<file path="config.mk">
export PLATFORM = sky130hd
export DESIGN_NAME = vga_sync_gen_flat
export DESIGN_NICKNAME = d
export VERILOG_FILES = /design/src/rtl/vga_sync_gen_if.sv /design/src/rtl/vga_sync_gen.sv /design/src/flat_wrapper.sv
export SDC_FILE = /design/constraint.sdc
export NUM_CORES = 1
export LEC_CHECK = 0
export CAP_MARGIN = 10
export CORE_MARGIN = 2
export CORE_UTILIZATION = 62
export DETAILED_ROUTE_END_ITERATION = 12
export DONT_BUFFER_PORTS = 1
export PLACE_DENSITY = 0.8
export SYNTH_ARGS = -nofsm -noshare
export SYNTH_HDL_FRONTEND = slang
export SYNTH_SLANG_ARGS = --single-unit
</file>
<file path="constraint.sdc">
create_clock -name clk -period 2.9 [get_ports clk]
set_input_delay 0.58 -clock clk [delete_from_list [all_inputs] [get_ports clk]]
set_output_delay 0.58 -clock clk [all_outputs]
set_load 0.05 [all_outputs]
</file>
<file path="src/rtl/vga_sync_gen_if.sv">
// Raster timing bundle: position, sync levels, blanking and pacing strobes.
// The generator drives it through master; renderers consume it through slave.
interface vga_sync_gen_if #(
  parameter int unsigned CNT_W = 10
);
  logic [CNT_W-1:0] hpos;
  logic [CNT_W-1:0] vpos;
  logic             hsync;
  logic             vsync;
  logic             display_on;
  logic             line_start;
  logic             frame_start;
  logic [7:0]       frame_count;

  modport master (
    output hpos, vpos, hsync, vsync, display_on, line_start, frame_start, frame_count
  );

  modport slave (
    input  hpos, vpos, hsync, vsync, display_on, line_start, frame_start, frame_count
  );
endinterface

</file>
<file path="src/rtl/vga_sync_gen.sv">
// VGA raster timing generator: one pixel per clk, all outputs registered and
// describing the same (hpos, vpos) so downstream logic sees no skew.
module vga_sync_gen #(
   parameter int unsigned H_ACTIVE = 640,
   parameter int unsigned H_FRONT  = 16,
   parameter int unsigned H_SYNC   = 96,
   parameter int unsigned H_BACK   = 48,
   parameter int unsigned V_ACTIVE = 480,
   parameter int unsigned V_FRONT  = 10,
   parameter int unsigned V_SYNC   = 2,
   parameter int unsigned V_BACK   = 33,
   parameter bit          SYNC_POL = 1'b0,
   parameter int unsigned CNT_W    = 10
) (
   input logic            clk,
   input logic            rst,
   vga_sync_gen_if.master vga
);

   // One spare bit so boundaries equal to 2**CNT_W still compare correctly.
   typedef logic [CNT_W:0] wide_t;

   localparam logic [CNT_W-1:0] H_LAST = CNT_W'(H_ACTIVE + H_FRONT + H_SYNC + H_BACK - 1);
   localparam logic [CNT_W-1:0] V_LAST = CNT_W'(V_ACTIVE + V_FRONT + V_SYNC + V_BACK - 1);
   localparam wide_t H_ACT  = wide_t'(H_ACTIVE);
   localparam wide_t V_ACT  = wide_t'(V_ACTIVE);
   localparam wide_t HS_BEG = wide_t'(H_ACTIVE + H_FRONT);
   localparam wide_t HS_END = wide_t'(H_ACTIVE + H_FRONT + H_SYNC);
   localparam wide_t VS_BEG = wide_t'(V_ACTIVE + V_FRONT);
   localparam wide_t VS_END = wide_t'(V_ACTIVE + V_FRONT + V_SYNC);

   typedef enum logic {ST_IDLE, ST_RUN} state_t;

   state_t           state;
   logic [CNT_W-1:0] h_q, v_q;
   logic             hs_q, vs_q, de_q, ls_q, fs_q;
   logic [7:0]       fc_q;

   logic [CNT_W-1:0] nh, nv;
   wide_t            nh_w, nv_w;
   logic             wrap;

   // Outputs are decoded from the *next* position so they land with it.
   always_comb begin
      nh   = '0;
      nv   = '0;
      wrap = 1'b0;
      if (state == ST_RUN) begin
         if (h_q == H_LAST) begin
            nh = '0;
            if (v_q == V_LAST) begin
               nv   = '0;
               wrap = 1'b1;
            end else begin
               nv = v_q + CNT_W'(1);
            end
         end else begin
            nh = h_q + CNT_W'(1);
            nv = v_q;
         end
      end
      nh_w = {1'b0, nh};
      nv_w = {1'b0, nv};
   end

   always_ff @(posedge clk) begin
      if (rst) begin
         state <= ST_IDLE;
         h_q   <= '0;
         v_q   <= '0;
         de_q  <= 1'b0;
         ls_q  <= 1'b0;
         fs_q  <= 1'b0;
         hs_q  <= ~SYNC_POL;
         vs_q  <= ~SYNC_POL;
         fc_q  <= '0;
      end else begin
         state <= ST_RUN;
         h_q   <= nh;
         v_q   <= nv;
         de_q  <= (nh_w < H_ACT) && (nv_w < V_ACT);
         ls_q  <= (nh == '0);
         fs_q  <= (nh == '0) && (nv == '0);
         hs_q  <= ((nh_w >= HS_BEG) && (nh_w < HS_END)) ? SYNC_POL : ~SYNC_POL;
         vs_q  <= ((nv_w >= VS_BEG) && (nv_w < VS_END)) ? SYNC_POL : ~SYNC_POL;
         if (wrap)
            fc_q <= fc_q + 8'd1;
      end
   end

   assign vga.hpos        = h_q;
   assign vga.vpos        = v_q;
   assign vga.hsync       = hs_q;
   assign vga.vsync       = vs_q;
   assign vga.display_on  = de_q;
   assign vga.line_start  = ls_q;
   assign vga.frame_start = fs_q;
   assign vga.frame_count = fc_q;

endmodule

</file>
<file path="src/flat_wrapper.sv">
// flat-port wrapper written by rule: the top's interface ports become plain ports
module vga_sync_gen_flat 
#(
   parameter int unsigned H_ACTIVE = 640,
   parameter int unsigned H_FRONT  = 16,
   parameter int unsigned H_SYNC   = 96,
   parameter int unsigned H_BACK   = 48,
   parameter int unsigned V_ACTIVE = 480,
   parameter int unsigned V_FRONT  = 10,
   parameter int unsigned V_SYNC   = 2,
   parameter int unsigned V_BACK   = 33,
   parameter bit          SYNC_POL = 1'b0,
   parameter int unsigned CNT_W    = 10
)
  (clk, rst, vga_hpos, vga_vpos, vga_hsync, vga_vsync, vga_display_on, vga_line_start, vga_frame_start, vga_frame_count);
  vga_sync_gen_if #(.CNT_W(CNT_W)) vga_i ();
  input logic clk;
  input logic rst;
  output wire logic [$bits(vga_i.hpos)-1:0] vga_hpos;
  output wire logic [$bits(vga_i.vpos)-1:0] vga_vpos;
  output wire logic [$bits(vga_i.hsync)-1:0] vga_hsync;
  output wire logic [$bits(vga_i.vsync)-1:0] vga_vsync;
  output wire logic [$bits(vga_i.display_on)-1:0] vga_display_on;
  output wire logic [$bits(vga_i.line_start)-1:0] vga_line_start;
  output wire logic [$bits(vga_i.frame_start)-1:0] vga_frame_start;
  output wire logic [$bits(vga_i.frame_count)-1:0] vga_frame_count;
  assign vga_hpos = vga_i.hpos;
  assign vga_vpos = vga_i.vpos;
  assign vga_hsync = vga_i.hsync;
  assign vga_vsync = vga_i.vsync;
  assign vga_display_on = vga_i.display_on;
  assign vga_line_start = vga_i.line_start;
  assign vga_frame_start = vga_i.frame_start;
  assign vga_frame_count = vga_i.frame_count;
  vga_sync_gen #(.H_ACTIVE(H_ACTIVE), .H_FRONT(H_FRONT), .H_SYNC(H_SYNC), .H_BACK(H_BACK), .V_ACTIVE(V_ACTIVE), .V_FRONT(V_FRONT), .V_SYNC(V_SYNC), .V_BACK(V_BACK), .SYNC_POL(SYNC_POL), .CNT_W(CNT_W)) u_core (.clk(clk), .rst(rst), .vga(vga_i));
endmodule
</file>
==> reports/results.ini <==
[placement]
globalplace.congestion=0.9196
port-buffer-count=0
dpl.hpwl_mm=3.092

[timing]
finalCritPeriodShare=0.8480
rsz0062_at_grt=no
report.final.hold_viol_count=0
finalCriticalPeriod_ns=2.459
max_slew_margin=0.5335
count_of_endpoints_failing_setup_in_the_final_report=0
tns_ns=0
max_freq_ghz=0.4067
timing_worst_slew_pin_value_ns=0.6988
drv_slew=0
clock_skew_ns=0.006849

[clocking]
postCtsResizedCells=0
cts-buffers-inserted=5
postCtsSetupRepairBufs=0
hold_buffers=0
clock_network_latency_to_the_later_pin_of_the_worst_skew_pair_ns=0.33
clk_slew_on_worst_s_h_paths_ns=0.10
clockRootBuffer=sky130_fd_sc_hd__clkbuf_4
cts.sink_count=34
tritoncts=done
h-tree-depth=2
cts_buffer_depth=2

[drt]
drtIter0Drc=95
drt_wl_total_mm=4.030
detailed_route_wirelength_on_metal3_um=316
vias_per_cell=6.247
routed.top_layer=met4
met2_wirelength_mm=1.901
first_pass_iters=4
vias_post_dr=1668
drt_drc_violations_left=0
m1WireLength_mm=1.750
antenna_violating_nets_post_route=0
routed_wire_length_per_instance_um=15.09

[die]
die_height_um=58.25
floorplan.rows=19
ioPinCount=35
die_width_um=58.25
coreArea_mm2=0.002781
floorplan.initialDensity=0.6559
die-area_mm2=0.003392

[layout]
final-seq-area_um2=680.7
share_of_final_layout_standard_cells_stronger_than_drive_strength_1=0.1441
final_util=0.7292
synthToLayoutAreaGrowth_pct=11.18
multi_input_area_mm2=0.001066
num-fill-cells=222
nets=242
antenna_diode_instance_count=0

[run]
number_of_max_cap_violations=0

[synth]
synth_xor_xnor_area_share=0.1104
synth-seq-cells=34
yosysSeqAreaShare=0.3731
post_synth_and_or_nand_nor_area_fraction=0.3340
synth_top_family_by_area=simple AND/OR/NAND/NOR gates
post_synthesis_net_count=228
syn_inst=222
synthAdderAreaFrac=0.02743
number_of_warnings_reported_in_the_yosys_synthesis_log=0
post_synth_num_cell_types=41
yosys-mux-area-fraction=0.03292
post_synth.cell_area_avg_um2=8.217
synth_compound_gate_area_share=0.07956
post_synth_instance_area_mm2=0.001824

[worst_setup_path]
crit_path_start_kind=flop
critPathSlowestCell=sky130_fd_sc_hd__dfxtp_1
worstReg2RegStart=u_core.vga.vpos[0]
crit_path_end_kind=flop
path_cells=inv_1 -> ha_1 -> nand2_1 -> nor4bb_1 -> and3_1 -> nand2_1 -> or3_1 -> a21oi_1
critical_path_peak_fanout=7
startpoint=u_core.vga.vpos[0]
critical_path_class=reg -> reg
regToRegSetupSlack_ns=0.44
worst-endpoint-arrival_ns=2.73
endpoint_required_time_on_the_critical_path_ns=3.17
crit_path_max_incr_delay_ns=0.54
path_common_cell=sky130_fd_sc_hd__nand2_1
r2r_cells=8

[power_and_ir_drop]
power-per-cell-area_mw_per_mm2=422.8
vdd.ir_drop.worst_mv=0.5377
leakagePower_nw=0.7868

[global_route]
antenna_found_initial=0
largest_net_degree_at_the_start_of_global_routing=17
globalRouteTotalUtil=0.2673
globalRoute.totalOverflow=0
first_global_vias=1549
grt_pass1_wl_mm=6.934

[hold_path]
worst_hold_startpoint=rst
min-delay-path-class=in -> reg
worstHoldPathCells=1

[run_status]
run_status=finished, final reports clean

[worst paths after layout]
path                                             endpoint
worst max-delay path            u_core.vga.frame_count[4]
worst min-delay path            u_core.vga.frame_count[4]
worst max register to register  u_core.vga.frame_count[4]
worst min register to register         u_core.vga.vpos[8]
[layout make-up]
cell class,instances,share of cell area
Timing Repair Buffer,18,0.06663
Clock buffer,6,0.02529
Inverter,7,0.01295
Sequential cell,34,0.3356
Multi-Input combinational cell,170,0.5256
Tap cell,31,0.01912
Clock inverter,1,0.01481
[stage by stage]
stage | total power [mW] | instances | instance area (um2) | hold slack (ns) | setup WS (ns)
final | 0.8575 | 267 | 2028 | 0.3080 | 0.4409
after global routing | 0.8970 | 267 | 2028 | 0.2748 | 0.1863
after CTS | 0.8654 | 267 | 2028 | 0.2991 | 0.4389
after detailed placement | 0.5189 | 260 | 1947 | 0.5559 | 0.4694
after global placement | 0.5183 | 260 | 1947 | 0.5486 | 0.5536
after floorplan | 0.5130 | 222 | 1824 | 0.4937 | 0.08663
[Yosys cell counts, drive strengths merged]
cell,instances,area share
o21a,1,0.0041
or3,6,0.026
buf,3,0.012
mux2i,6,0.033
o21ai,9,0.025
nor3,12,0.036
and4,3,0.015
inv,7,0.014
nor2b,1,0.0034
nand2b,2,0.0069
a21bo,1,0.0055
xnor2,12,0.058
xor2,11,0.053
o2111ai,2,0.0096
nor4,3,0.010
a32oi,1,0.0048
dfxtp,34,0.37
nor2,32,0.066
ha,4,0.027
nand3,10,0.027
a21oi,3,0.0082
nand2,20,0.041
nand4,6,0.021
nor4bb,2,0.011
clkbuf,8,0.016
and3,9,0.033
a211oi,1,0.0041
a311o,1,0.0055
nand3b,1,0.0041
a211o,1,0.0048
or4,2,0.0082
a21boi,2,0.0082
nand4b,2,0.0096
or4b,1,0.0055
and2,3,0.010
[cells in the final DEF (no fill, tap or decap), types with 2 or more instances in the layout]
cell type | synthesis | layout
sky130_fd_sc_hd__xnor2_1 | 12 | 12
sky130_fd_sc_hd__or3_1 | 4 | 4
sky130_fd_sc_hd__dfxtp_1 | 34 | 34
sky130_fd_sc_hd__or4_1 | 2 | 2
sky130_fd_sc_hd__nor2_1 | 32 | 32
sky130_fd_sc_hd__and2_1 | 3 | 3
sky130_fd_sc_hd__inv_1 | 7 | 7
sky130_fd_sc_hd__nor4_1 | 3 | 3
sky130_fd_sc_hd__or3_4 | 2 | 2
sky130_fd_sc_hd__nand4b_1 | 2 | 2
sky130_fd_sc_hd__nand2b_1 | 2 | 2
sky130_fd_sc_hd__and3_1 | 6 | 6
sky130_fd_sc_hd__nand4_1 | 6 | 6
sky130_fd_sc_hd__a21oi_1 | 3 | 3
sky130_fd_sc_hd__nand3_1 | 10 | 10
sky130_fd_sc_hd__nand2_1 | 20 | 20
sky130_fd_sc_hd__buf_4 | 0 | 18
sky130_fd_sc_hd__clkbuf_4 | 0 | 5
sky130_fd_sc_hd__and3_2 | 3 | 3
sky130_fd_sc_hd__nor3_1 | 11 | 11
sky130_fd_sc_hd__ha_1 | 4 | 4
sky130_fd_sc_hd__xor2_1 | 11 | 11
sky130_fd_sc_hd__mux2i_1 | 6 | 6
sky130_fd_sc_hd__o2111ai_1 | 2 | 2
sky130_fd_sc_hd__and4_1 | 2 | 2
sky130_fd_sc_hd__o21ai_0 | 9 | 9
sky130_fd_sc_hd__nor4bb_1 | 2 | 2
[registers in the layout, indices dropped and copies added (netlist names)]
register / cells
u_core.vga.display_on: 1
u_core.state: 1
u_core.vga.vpos: 10
u_core.vga.vsync: 1
u_core.vga.hsync: 1
u_core.vga.line_start: 1
u_core.vga.frame_count: 8
u_core.vga.hpos: 10
u_core.vga.frame_start: 1
[report_power, final]
group	switching [mW]	leakage, nW	internal (mW)
registers	0.0126	0.276	0.471
logic	0.0166	0.467	0.00745
clock network	0.149	0.0443	0.201
total	0.178	0.787	0.679
[logic make-up (layout without fill, tap and decap cells)]
logic type	Yosys count	count (layout)
buffers and inverters	18	32
multiplexers	6	6
XOR/XNOR	23	23
AO/OA/AOI/OAI	22	22
AND/OR/NAND/NOR	115	115
adder cells (fa/ha/maj)	4	4
flip-flops	34	34
[worst max-delay path: cells and delay by family, from the launching register on]
family,cells,cell delay [ns]
compound gates,1,0.14
fa+ha+maj,1,0.16
buf+inv,1,0.18
flops,1,0.54
simple gates,5,1.37
[per-layer routing]
layer | vias to the layer above | GRT usage
li1 | 798 | -
met1 | 787 | 0.3394
met2 | 75 | 0.4075
met3 | 8 | 0.1004
met4 | 0 | 0.1130
met5 | - | 0
Power figures use the tool's default switching activity.
